==> src/rtl/ultrasonic_scanner.sv <==
// Round-robin HC-SR04 ranging engine: a single shared FSM fires one sensor at a time,
// times its echo in microseconds and publishes a hysteretic zone code per channel.
module ultrasonic_scanner #(
  parameter int unsigned N_CH       = 2,
  parameter int unsigned US_DIV     = 50,
  parameter int unsigned TRIG_US    = 10,
  parameter int unsigned TIMEOUT_US = 25000,
  parameter int unsigned GAP_US     = 60000,
  parameter int unsigned CNT_W      = 16,
  parameter int unsigned THR_NEAR   = 1160,
  parameter int unsigned THR_FAR    = 2320,
  parameter int unsigned HYST_US    = 58
) (
  input  logic                  clk50,
  input  logic                  reset,
  input  logic                  enable,
  input  logic [N_CH-1:0]       echo,
  output logic [N_CH-1:0]       trig,
  output logic [N_CH*CNT_W-1:0] dist_us,
  output logic [N_CH*2-1:0]     zone,
  output logic [N_CH-1:0]       valid,
  output logic [N_CH-1:0]       timeout,
  output logic [2:0]            active_ch,
  output logic                  busy
);

  localparam int unsigned DIV_W    = (US_DIV > 1) ? $clog2(US_DIV) : 1;
  localparam int unsigned CNT_MAX  = (1 << CNT_W) - 1;
  localparam int unsigned MEAS_LIM = (TIMEOUT_US < CNT_MAX) ? TIMEOUT_US : CNT_MAX;
  localparam int unsigned MAX_A    = (TIMEOUT_US > GAP_US) ? TIMEOUT_US : GAP_US;
  localparam int unsigned MAX_US   = (MAX_A > TRIG_US) ? MAX_A : TRIG_US;
  localparam int unsigned US_W     = $clog2(MAX_US + 1);

  localparam logic [1:0] ZoneNear = 2'b01;
  localparam logic [1:0] ZoneMid  = 2'b10;
  localparam logic [1:0] ZoneFar  = 2'b00;

  typedef enum logic [2:0] {StIdle, StTrig, StWait, StMeas, StGap} state_e;

  state_e                state_q, state_d;
  logic [N_CH-1:0]       echo_meta_q, echo_sync_q;
  logic                  echo_sel, echo_prev_q, rise;
  logic [DIV_W-1:0]      div_q;
  logic                  tick;
  logic [US_W-1:0]       us_q, us_now;
  logic [2:0]            ch_q, ch_d;
  logic                  done_ok, done_to;
  logic [CNT_W-1:0]      meas;
  logic [1:0]            zone_prev, zone_new;
  logic [N_CH-1:0]       trig_d;
  logic [N_CH-1:0]       trig_q, valid_q, to_q;
  logic [N_CH*CNT_W-1:0] dist_q;
  logic [N_CH*2-1:0]     zone_q;

  assign tick   = (div_q == DIV_W'(US_DIV - 1));
  // Include this cycle's tick so a fall coinciding with a tick is counted.
  assign us_now = us_q + US_W'(tick);
  assign meas   = CNT_W'(us_now);
  assign rise   = echo_sel & ~echo_prev_q;

  always_ff @(posedge clk50 or posedge reset) begin
    if (reset) begin
      echo_meta_q <= '0;
      echo_sync_q <= '0;
      echo_prev_q <= 1'b0;
    end else begin
      echo_meta_q <= echo;
      echo_sync_q <= echo_meta_q;
      echo_prev_q <= echo_sel;
    end
  end

  // State register
  always_ff @(posedge clk50 or posedge reset) begin
    if (reset) begin
      state_q <= StIdle;
      ch_q    <= 3'd0;
    end else begin
      state_q <= state_d;
      ch_q    <= ch_d;
    end
  end

  // Next-state logic
  always_comb begin
    state_d = state_q;
    ch_d    = ch_q;
    done_ok = 1'b0;
    done_to = 1'b0;
    unique case (state_q)
      StIdle: begin
        if (enable) state_d = StTrig;
      end
      StTrig: begin
        if (tick && us_q == US_W'(TRIG_US - 1)) state_d = StWait;
      end
      StWait: begin
        if (rise) begin
          state_d = StMeas;
        end else if (tick && us_q == US_W'(TIMEOUT_US - 1)) begin
          done_to = 1'b1;
          state_d = StGap;
        end
      end
      StMeas: begin
        // A fall wins over a simultaneous limit hit.
        if (!echo_sel) begin
          done_ok = 1'b1;
          state_d = StGap;
        end else if (tick && us_q == US_W'(MEAS_LIM - 1)) begin
          done_to = 1'b1;
          state_d = StGap;
        end
      end
      StGap: begin
        if (tick && us_q == US_W'(GAP_US - 1)) begin
          state_d = enable ? StTrig : StIdle;
          ch_d    = (ch_q == 3'(N_CH - 1)) ? 3'd0 : ch_q + 3'd1;
        end
      end
      default: state_d = StIdle;
    endcase
  end

  // Output and result decode
  always_comb begin
    busy      = (state_q != StIdle);
    echo_sel  = 1'b0;
    zone_prev = ZoneFar;
    trig_d    = '0;
    for (int k = 0; k < N_CH; k++) begin
      if (ch_q == 3'(k)) begin
        echo_sel  = echo_sync_q[k];
        zone_prev = zone_q[2*k +: 2];
      end
      if (state_d == StTrig && ch_d == 3'(k)) trig_d[k] = 1'b1;
    end

    zone_new = zone_prev;
    unique case (zone_prev)
      ZoneNear: begin
        if (32'(meas) >= THR_FAR + HYST_US)       zone_new = ZoneFar;
        else if (32'(meas) >= THR_NEAR + HYST_US) zone_new = ZoneMid;
      end
      ZoneMid: begin
        if (32'(meas) < THR_NEAR - HYST_US)       zone_new = ZoneNear;
        else if (32'(meas) >= THR_FAR + HYST_US)  zone_new = ZoneFar;
      end
      default: begin
        if (32'(meas) < THR_NEAR - HYST_US)       zone_new = ZoneNear;
        else if (32'(meas) < THR_FAR - HYST_US)   zone_new = ZoneMid;
        else                                      zone_new = ZoneFar;
      end
    endcase
  end

  // Prescaler and microsecond counter restart on every state change.
  always_ff @(posedge clk50 or posedge reset) begin
    if (reset) begin
      div_q <= '0;
      us_q  <= '0;
    end else if (state_d != state_q) begin
      div_q <= '0;
      us_q  <= '0;
    end else begin
      div_q <= tick ? '0 : div_q + 1'b1;
      us_q  <= us_now;
    end
  end

  always_ff @(posedge clk50 or posedge reset) begin
    if (reset) begin
      trig_q  <= '0;
      valid_q <= '0;
      to_q    <= '0;
      dist_q  <= '0;
      zone_q  <= '0;
    end else begin
      trig_q  <= trig_d;
      valid_q <= '0;
      to_q    <= '0;
      for (int k = 0; k < N_CH; k++) begin
        if ((done_ok || done_to) && ch_q == 3'(k)) begin
          valid_q[k]               <= 1'b1;
          to_q[k]                  <= done_to;
          dist_q[k*CNT_W +: CNT_W] <= done_to ? {CNT_W{1'b1}} : meas;
          zone_q[2*k +: 2]         <= done_to ? ZoneFar : zone_new;
        end
      end
    end
  end

  assign trig      = trig_q;
  assign valid     = valid_q;
  assign timeout   = to_q;
  assign dist_us   = dist_q;
  assign zone      = zone_q;
  assign active_ch = ch_q;

endmodule

==> config.mk <==
export PLATFORM = sky130hd
export DESIGN_NAME = ultrasonic_scanner
export DESIGN_NICKNAME = d
export VERILOG_FILES = /design/src/rtl/ultrasonic_scanner.sv
export SDC_FILE = /design/constraint.sdc
export NUM_CORES = 1
export LEC_CHECK = 0
export ABC_AREA = 1
export BUFFER_PORTS_ARGS = -buffer_cell sky130_fd_sc_hd__buf_4
export CAP_MARGIN = 10
export CORE_MARGIN = 2
export CORE_UTILIZATION = 35
export DETAILED_ROUTE_END_ITERATION = 6
export GPL_TIMING_DRIVEN = 0
export MAX_ROUTING_LAYER = met4
export PLACE_DENSITY = 0.52
export SETUP_SLACK_MARGIN = 0.05
export SYNTH_ARGS = -nofsm -noshare
export SYNTH_HDL_FRONTEND = slang
export SYNTH_SLANG_ARGS = --single-unit
==> constraint.sdc <==
create_clock -name clk50 -period 5.5 [get_ports clk50]
set_input_delay 0.55 -clock clk50 [delete_from_list [all_inputs] [get_ports clk50]]
set_output_delay 0.55 -clock clk50 [all_outputs]
set_load 0.02 [all_outputs]
* After elaboration in Yosys (flattened, before gate mapping)
Cells that the tools add are included.
** Word-level totals
- Flip-flop bits (word level) :: 75
- Word-level logic and storage cells :: 88
- Output and inout port bits :: 46
** Cells by class
- Eq/ne operators :: 14
- Magnitude comparators :: 4
- Add/sub/neg operators :: 3
- Multiplexer cells :: 39
- Bitwise logic cells :: 2
- Reduce and logical (&&, ||, !) cells :: 12
** Operator list (number)
- two-way mux 16 bit :: 2
- two-way mux 3 bit :: 9
- two-way mux 2 bit :: 9
- adder 16 x 1 -> 16 bit :: 1
- equality test 16 x 15 -> 1 bit (second input constant) :: 1
- equality test 16 bit (second input constant) :: 1
- equality test 16 x 4 -> 1 bit (second input constant) :: 1
- greater-or-equal comparator 16 x 11 -> 1 bit (second input constant) :: 1
- greater-or-equal comparator 16 x 12 -> 1 bit (second input constant) :: 1
- less-than comparator 16 x 11 -> 1 bit (second input constant) :: 1
- less-than comparator 16 x 12 -> 1 bit (second input constant) :: 1
- case mux 3 bit (5 select lines) :: 1
- two-way mux 1 bit :: 14
- equality test 3 x 1 -> 1 bit (second input constant) :: 4
- two-way mux 6 bit :: 2
- logical NOT 3 bit :: 3
- logical AND 1 bit :: 7
- adder 6 x 1 -> 6 bit (second input constant) :: 1
- equality test 3 x 2 -> 1 bit (second input constant) :: 2
- equality test 6 bit (second input constant) :: 1
- case mux 2 bit (2 select lines) :: 1
- adder 3 x 1 -> 3 bit (second input constant) :: 1
- equality test 3 bit (second input constant) :: 1
- != test 3 bit :: 1
- other kinds (7) :: 7

* Longest topological paths before layout
Gate-level depths: netlist (run 1).
- Depth in word-level cells :: 9
- Depth in mapped cells :: 22
- Depth with buffers taken out :: 22

* Least setup slack after synthesis (run 1)
No wires, ideal clock.
- Path kind :: register -> register
- Start point :: reg div_q[1]
- End point :: reg zone_q[1], in the netlist zone[1]
- Slack :: 2927 ps
- Data arrival time :: 2456 ps
- Setup time :: 117 ps
- Required time :: 5383 ps
- Path buffers :: 0
- Stages on the path, launching flop included :: 22
- Cell sequence :: dfrtp_1 inv_1 ha_1 nand4_1 clkinv_1 ha_1 ha_1 nand3_1 nor2_2 nand2_1 nand2_1 inv_1 a21oi_1 nand2_1 nand2_1 nand2_1 nand2_1 nand2_1 nand3_1 nand2_1 nand3_1 nand2_1
** On the way
- Word-level cells in the longest chain between the ends :: 7
- Elaborated cells on any way between the ends :: 21
- Those cells by class :: add/sub: 1; order compare: 4; eq/ne: 1; mux: 12; reduce/logical: 3
** RTL lines
- from (decl) :: RTL line 43 : logic [DIV_W-1:0] div_q;
- from (signal assigned) :: RTL line 166 : div_q <= tick ? '0 : div_q + 1'b1;
- equality test 6 bit * :: RTL line 55 : assign tick = (div_q == DIV_W'(US_DIV - 1));
- adder 16 x 1 -> 16 bit or logical AND 1 bit (tied branches) :: RTL line 57, 100, 110
- less-than comparator 16 x 12 -> 1 bit (tied with other cells) :: RTL line 151 : else if (32'(meas) < THR_FAR - HYST_US) zone_new = ZoneMid;
- two-way mux 2 bit (tied with other cells) :: RTL line 151
- two-way mux 2 bit (tied with other cells) :: RTL line 150 : if (32'(meas) < THR_NEAR - HYST_US) zone_new = ZoneNear;
- case mux 2 bit (2 select lines) or logical OR 1 bit (tied branches) :: RTL line 140, 183
- two-way mux 2 bit or logical AND 1 bit (tied branches) :: RTL line 187, 183
- to (signal, indexed assignment) :: RTL line 187 : zone_q[2*k +: 2] <= done_to ? ZoneFar : zone_new;
- to (decl) :: RTL line 53 : logic [N_CH*2-1:0] zone_q;
Mark *: on every way between the ends. The rest lies on a longest branch, timed or not.
A chain may end at the register's enable or synchronous reset.

* Worst setup path after layout (run 1)
- Start point :: reg div_q[1]
- End point :: reg zone_q[3], in the netlist zone[3]
The elaborated chain is that of the path after synthesis.

==> flow_summary.json, run 1 <==
{
  "synth_cell_types": 41,
  "p_leak_nw": 2.29,
  "path_max_fanout": 10,
  "rsz0062_at_grt": "false",
  "die_width_um": 109,
  "core_um2": 10800,
  "crit_required_ns": 5.75,
  "clk_latency_ns": 0.35,
  "ctsResizeCount": 0,
  "place_ws_ns": 2.32,
  "tns_ns": 0,
  "layout_common_cells": "nand2_1 (109), nor2_1 (83), dfrtp_1 (75), buf_4 (53), inv_1 (50)",
  "power_frac_clock_pct": 40.4,
  "die_y_um": 109,
  "first_pass_iters": 5,
  "powerDensity_nw_per_um2": 207,
  "drc": 0,
  "vias": 3338,
  "p_comb_share_pct": 1.8,
  "cts_setup_buffers": 0,
  "p_sw_mw": 0.233,
  "htree_num_levels": 3,
  "portBuffers": 50,
  "yosysWarnings": 0,
  "fin_nets": 559,
  "worstSetupStartpointType": "register",
  "crit_type": "reg -> reg",
  "skew_ns": 0.00864,
  "fin_ws_ns": 2.35,
  "swShare_pct": 24.3,
  "cts_root_buf": "clkbuf_8",
  "die_area_um2": 11900,
  "grt_pass1_vias": 3281,
  "grt.total_usage_pct": 18.5,
  "worst_pin_slew_ns": 0.667,
  "layout-drive-gt1-share_pct": 18.7,
  "synthArstFlopShare_pct": 100,
  "netlist_instances": 485,
  "cts_tree": "done",
  "synth_area_per_cell_um2": 8.00,
  "ir_drop_mv": 0.102,
  "io_pins": 51,
  "grt-ovfl-total": 0,
  "min_period_over_period_pct": 57.3,
  "maxSlewViolCount": 0,
  "gp_congestion": 0.875,
  "power_frac_seq_pct": 57.8,
  "cts_buffers": 9,
  "area_delta_synth_final_pct": 19.3,
  "viasPerCell": 4.82,
  "final_common_cell": "nand2_1",
  "arrival_ns": 3.40,
  "setup_viol": 0,
  "clockBufferDepth": 2,
  "finalHoldViolCount": 0,
  "p_int_mw": 0.724,
  "hold_buffers": 0,
  "slew_headroom_pct": 55.2,
  "grt_start_max_net_pins": 52,
  "syn-num-nets": 497,
  "post_drt_wl_per_cell_um": 13.9,
  "ant_nets": 0,
  "drt_iter0_drc": 190,
  "grt_pass1_wl_um": 16300,
  "synth-seq-cells": 75,
  "place_hpwl_um": 7390,
  "antenna_found_initial": 0,
  "wl_um": 9650,
  "rows": 38,
  "fmax_mhz": 317,
  "synth_edf_count": 0,
  "mappedNetlistArea_um2": 3880,
  "n_antenna_cell": 0,
  "hold_path_class": "in -> async",
  "ff2ff_setup_slack_ns": 2.35,
  "cts.clk_slew.worst_paths_ns": 0.08,
  "clock_sinks": 75,
  "synthFlopType": "dfrtp_1",
  "drv_cap": 0,
  "yosysSeqAreaShare_pct": 48.4,
  "nFillCells": 1150,
  "status": "complete, no violations",
  "start_util_pct": 35.8,
  "cp-end-kind": "register",
  "finalCriticalPeriod_ns": 3.15
}
[Yosys cell counts, types with 4 or more instances]
library cell	count	area [um2]
nand2_1	109	409
nor2_1	83	312
dfrtp_1	75	1880
inv_1	51	191
nand3_1	35	175
a31oi_1	22	138
nand4_1	13	81.3
o21ai_1	11	55.1
inv_2	9	33.8
o21ai_0	9	45.0
ha_1	7	87.6
nor3_1	6	30.0
a21oi_1	4	20.0
buf_6	4	45.0
or2_2	4	25.0
xor2_1	4	35.0
[layout make-up]
cell class | count | area, um2 | area share, %
Buffer | 11 | 85.1 | 1.84
Clock buffer | 11 | 131 | 2.84
Clock inverter | 5 | 38.8 | 0.837
Inverter | 62 | 238 | 5.13
Multi-Input combinational cell | 337 | 1680 | 36.4
Sequential cell | 75 | 1880 | 40.5
Tap cell | 140 | 175 | 3.78
Timing Repair Buffer | 51 | 403 | 8.70
[kinds of logic after synthesis]
logic type,count (synthesis),share of synthesized area (%)
fa+ha+maj,7,2.26
xor+xnor,6,1.35
buf+inv,73,8.25
simple gates,268,31.0
flops,75,48.4
compound gates,56,8.74
[power by group through the flow]
| stage | sequential [mW] | clock [mW] | combinational [mW] |
|---|---|---|---|
| 4_1_cts | 0.553 | 0.403 | 0.0188 |
| 2_1_floorplan | 0.564 | 0 | 0.00997 |
| 3_3_place_gp | 0.564 | 0 | 0.0158 |
| 5_1_grt | 0.553 | 0.428 | 0.0205 |
| 6_report | 0.553 | 0.386 | 0.0176 |
| 3_5_place_dp | 0.564 | 0 | 0.0188 |
[flip-flops by register name (all words and copies together), names as in the netlist]
register     flops
dist_us         32
valid            2
active_ch        3
state_q          3
echo_prev_q      1
trig             2
timeout          2
echo_sync_q      2
zone             4
div_q            6
us_q            16
echo_meta_q      2
[worst max-delay path, cell delays in order (launching register included)]
cell	delay, ns
dfrtp_1	0.40
inv_1	0.06
ha_1	0.13
nand4_1	0.18
clkinv_1	0.22
ha_1	0.23
ha_1	0.23
nand3_1	0.16
nor2_2	0.28
nand4_1	0.12
nand2_1	0.20
nand3_1	0.12
nor2_1	0.20
nand3_1	0.14
nand2_1	0.07
nand2_1	0.05
nand3_1	0.09
nand2_1	0.06
nand3_1	0.07
nand2_1	0.05
[layer usage]
metal | up-vias | wire (um) | share of wire, % | global-route usage (%)
met2 | 56 | 4440 | 46 | 28.2
met3 | 10 | 338 | 3.5 | 3.14
li1 | 1697 | - | - | -
met5 | - | 0 | 0 | -
met1 | 1575 | 4730 | 49 | 25.1
met4 | 0 | 145 | 1.5 | 6.33
[final timing paths]
kind,from,end,cells past startpoint
min in group clk50,echo[0],echo_meta_q[0],1
worst min-delay path,reset,dist_us[29],2
max in group asynchronous,reset,div_q[0],3
worst max register to register,div_q[1],zone[3],19
worst min register to register,echo_meta_q[1],echo_sync_q[1],0
worst max-delay path,div_q[1],zone[3],19
[stage by stage]
step	power (mW)	hold WS [ns]	utilization (%)	cells	instance area (um2)
2_1_floorplan	0.574	0.331	-	485	3880
3_3_place_gp	0.580	0.333	40.9	675	4430
3_5_place_dp	0.583	0.337	41.2	676	4460
4_1_cts	0.974	0.157	42.7	692	4630
5_1_grt	1.00	0.172	42.7	692	4630
6_report	0.957	0.164	42.7	692	4630
Power figures use the tool's default switching activity.
==> inputs of run 2 (changes only) <==
- clock period: 5.5 -> 3.1 ns (I/O delays scaled with it)
==> run 2 against run 1 <==
Non-clock buffer count rose by 13; largest cell class unchanged; via count up 1.9%; register-to-register slack got worse by 2.1 ns.
==> flow_summary.json, run 2 (same netlist as run 1, synthesis figures left out) <==
{
  "status": "complete, no violations",
  "portBuffers": 50,
  "die_width_um": 109,
  "core_um2": 10800,
  "fmax_mhz": 355,
  "power_frac_seq_pct": 57.8,
  "grt-ovfl-total": 0,
  "grt_pass1_wl_um": 16300,
  "setup_viol": 0,
  "hold_path_class": "in -> reg",
  "cp-end-kind": "register",
  "powerDensity_nw_per_um2": 355,
  "p_leak_nw": 2.35,
  "final_cell_area_um2": 4780,
  "crit_required_ns": 3.35,
  "grt_pass1_vias": 3283,
  "cts_root_buf": "clkbuf_8",
  "grt.total_usage_pct": 18.5,
  "crit_type": "reg -> reg",
  "fin_cells": 705,
  "ir_drop_mv": 0.178,
  "cts_buffers": 9,
  "power_mw": 1.70,
  "final_common_cell": "nand2_1",
  "io_pins": 51,
  "fin_nets": 572,
  "largest_reg_flops": 32,
  "fin_util_pct": 44.1,
  "use_met2_pct": 28.2,
  "path_max_fanout": 7,
  "htree_num_levels": 3,
  "dp.cells": 676,
  "power_frac_clock_pct": 40.3,
  "worst_pin_slew_ns": 0.690,
  "finalHoldViolCount": 0,
  "drv_cap": 0,
  "wl_um": 9790,
  "n_antenna_cell": 0,
  "p_comb_share_pct": 1.9,
  "reg2reg_from": "div_q[0]",
  "rr_worst_depth": 17,
  "min_path_cells": 1,
  "viasPerCell": 4.83,
  "holdCritStartpoint": "echo[0]",
  "place_ws_ns": -0.0812,
  "place_area_um2": 4460,
  "swShare_pct": 24.2,
  "clockBufferDepth": 2,
  "use_met3_pct": 3.14,
  "drt_iter0_drc": 194,
  "layout_common_cells": "nand2_1 (105), nor2_1 (79), dfrtp_1 (75), buf_4 (65), inv_1 (49)",
  "layout-drive-gt1-share_pct": 22.8,
  "place_hpwl_um": 7390,
  "ant_nets": 0,
  "tns_ns": 0,
  "first_pass_iters": 4,
  "clk_latency_ns": 0.35,
  "worstSetupStartpointType": "register",
  "skew_ns": 0.00762,
  "start_util_pct": 35.8,
  "nFillCells": 1144,
  "r2r-end": "zone[3]",
  "p_int_mw": 1.29,
  "rows": 38,
  "drc": 0,
  "antenna_found_initial": 0,
  "p_sw_mw": 0.411,
  "grt_start_max_net_pins": 52,
  "maxSlewViolCount": 0,
  "cts.clk_slew.worst_paths_ns": 0.08,
  "holdPathEnd": "echo_meta_q[0]",
  "clock_sinks": 75,
  "gp_congestion": 0.875,
  "slew_headroom_pct": 53.7,
  "vias": 3402,
  "post_drt_wl_per_cell_um": 13.9,
  "cts_tree": "done",
  "die_area_um2": 11900,
  "area_delta_synth_final_pct": 23.2,
  "gr-max-usage-layer": "met2",
  "ff2ff_setup_slack_ns": 0.28,
  "die_y_um": 109,
  "fin_ws_ns": 0.283,
  "arrival_ns": 3.07,
  "finalCriticalPeriod_ns": 2.82,
  "whs_ns": 0.0598,
  "use_met1_pct": 25.1,
  "min_period_over_period_pct": 90.9
}
## run 2: power by group through the flow
stage	registers, mW	clock network, mW	logic, mW
3_5_place_dp	1.00	0	0.0333
5_1_grt	0.982	0.759	0.0374
4_1_cts	0.981	0.714	0.0343
3_3_place_gp	1.00	0	0.0280
2_1_floorplan	1.00	0	0.0177
6_report	0.981	0.683	0.0323
## run 2: routing by layer
layer  part of all wire (%)  wire, um
met1                     49      4750
met2                     46      4520
met3                    3.6       351
met4                    1.6       156
met5                      0         0
## run 2: worst max-delay path: stages, from the launching register on
cell and delay (ns):
dfrtp_1 0.41, ha_1 0.21, nand4_1 0.17, inv_4 0.07, ha_2 0.19, ha_2 0.20
xnor2_1 0.56, nand3_1 0.17, nand3_1 0.10, nand2_1 0.06, nand2_1 0.07, nand3_1 0.09
nand2_1 0.07, nand2_1 0.05, nand3_1 0.09, nand2_1 0.06, nand3_1 0.07, nand2_1 0.05
## run 2: final cells by class
class	count	area, um2	area share (%)
inverter	62	240	5.02
multi-input combinational	337	1730	36.2
tap	140	175	3.66
timing repair buffer	64	503	10.5
clock buffer	11	131	2.75
sequential	75	1880	39.2
buffer	11	85.1	1.78
clock inverter	5	38.8	0.811
## run 2: repair_timing
action	CTS	global route
hold endpoints to repair	24	0
setup endpoints to repair	4	4
hold buffers	1	0
gates resized for setup	4	14
setup buffers	0	12
pin swaps	0	4
## run 2: how the worst max path moves through the flow
| stage | to | startpoint | cells after the start | slack (ns) |
|---|---|---|---|---|
| detailed placement | zone[3] | div_q[1] | 19 | -0.08 |
| floorplan | zone[1] | div_q[1] | 21 | 0.53 |
| global placement | div_q[3] | reset | 2 | -0.13 |
| finish | zone[3] | div_q[0] | 17 | 0.28 |
| global route | zone[3] | div_q[1] | 21 | -0.004 |
| CTS | zone[3] | div_q[1] | 21 | 0.05 |
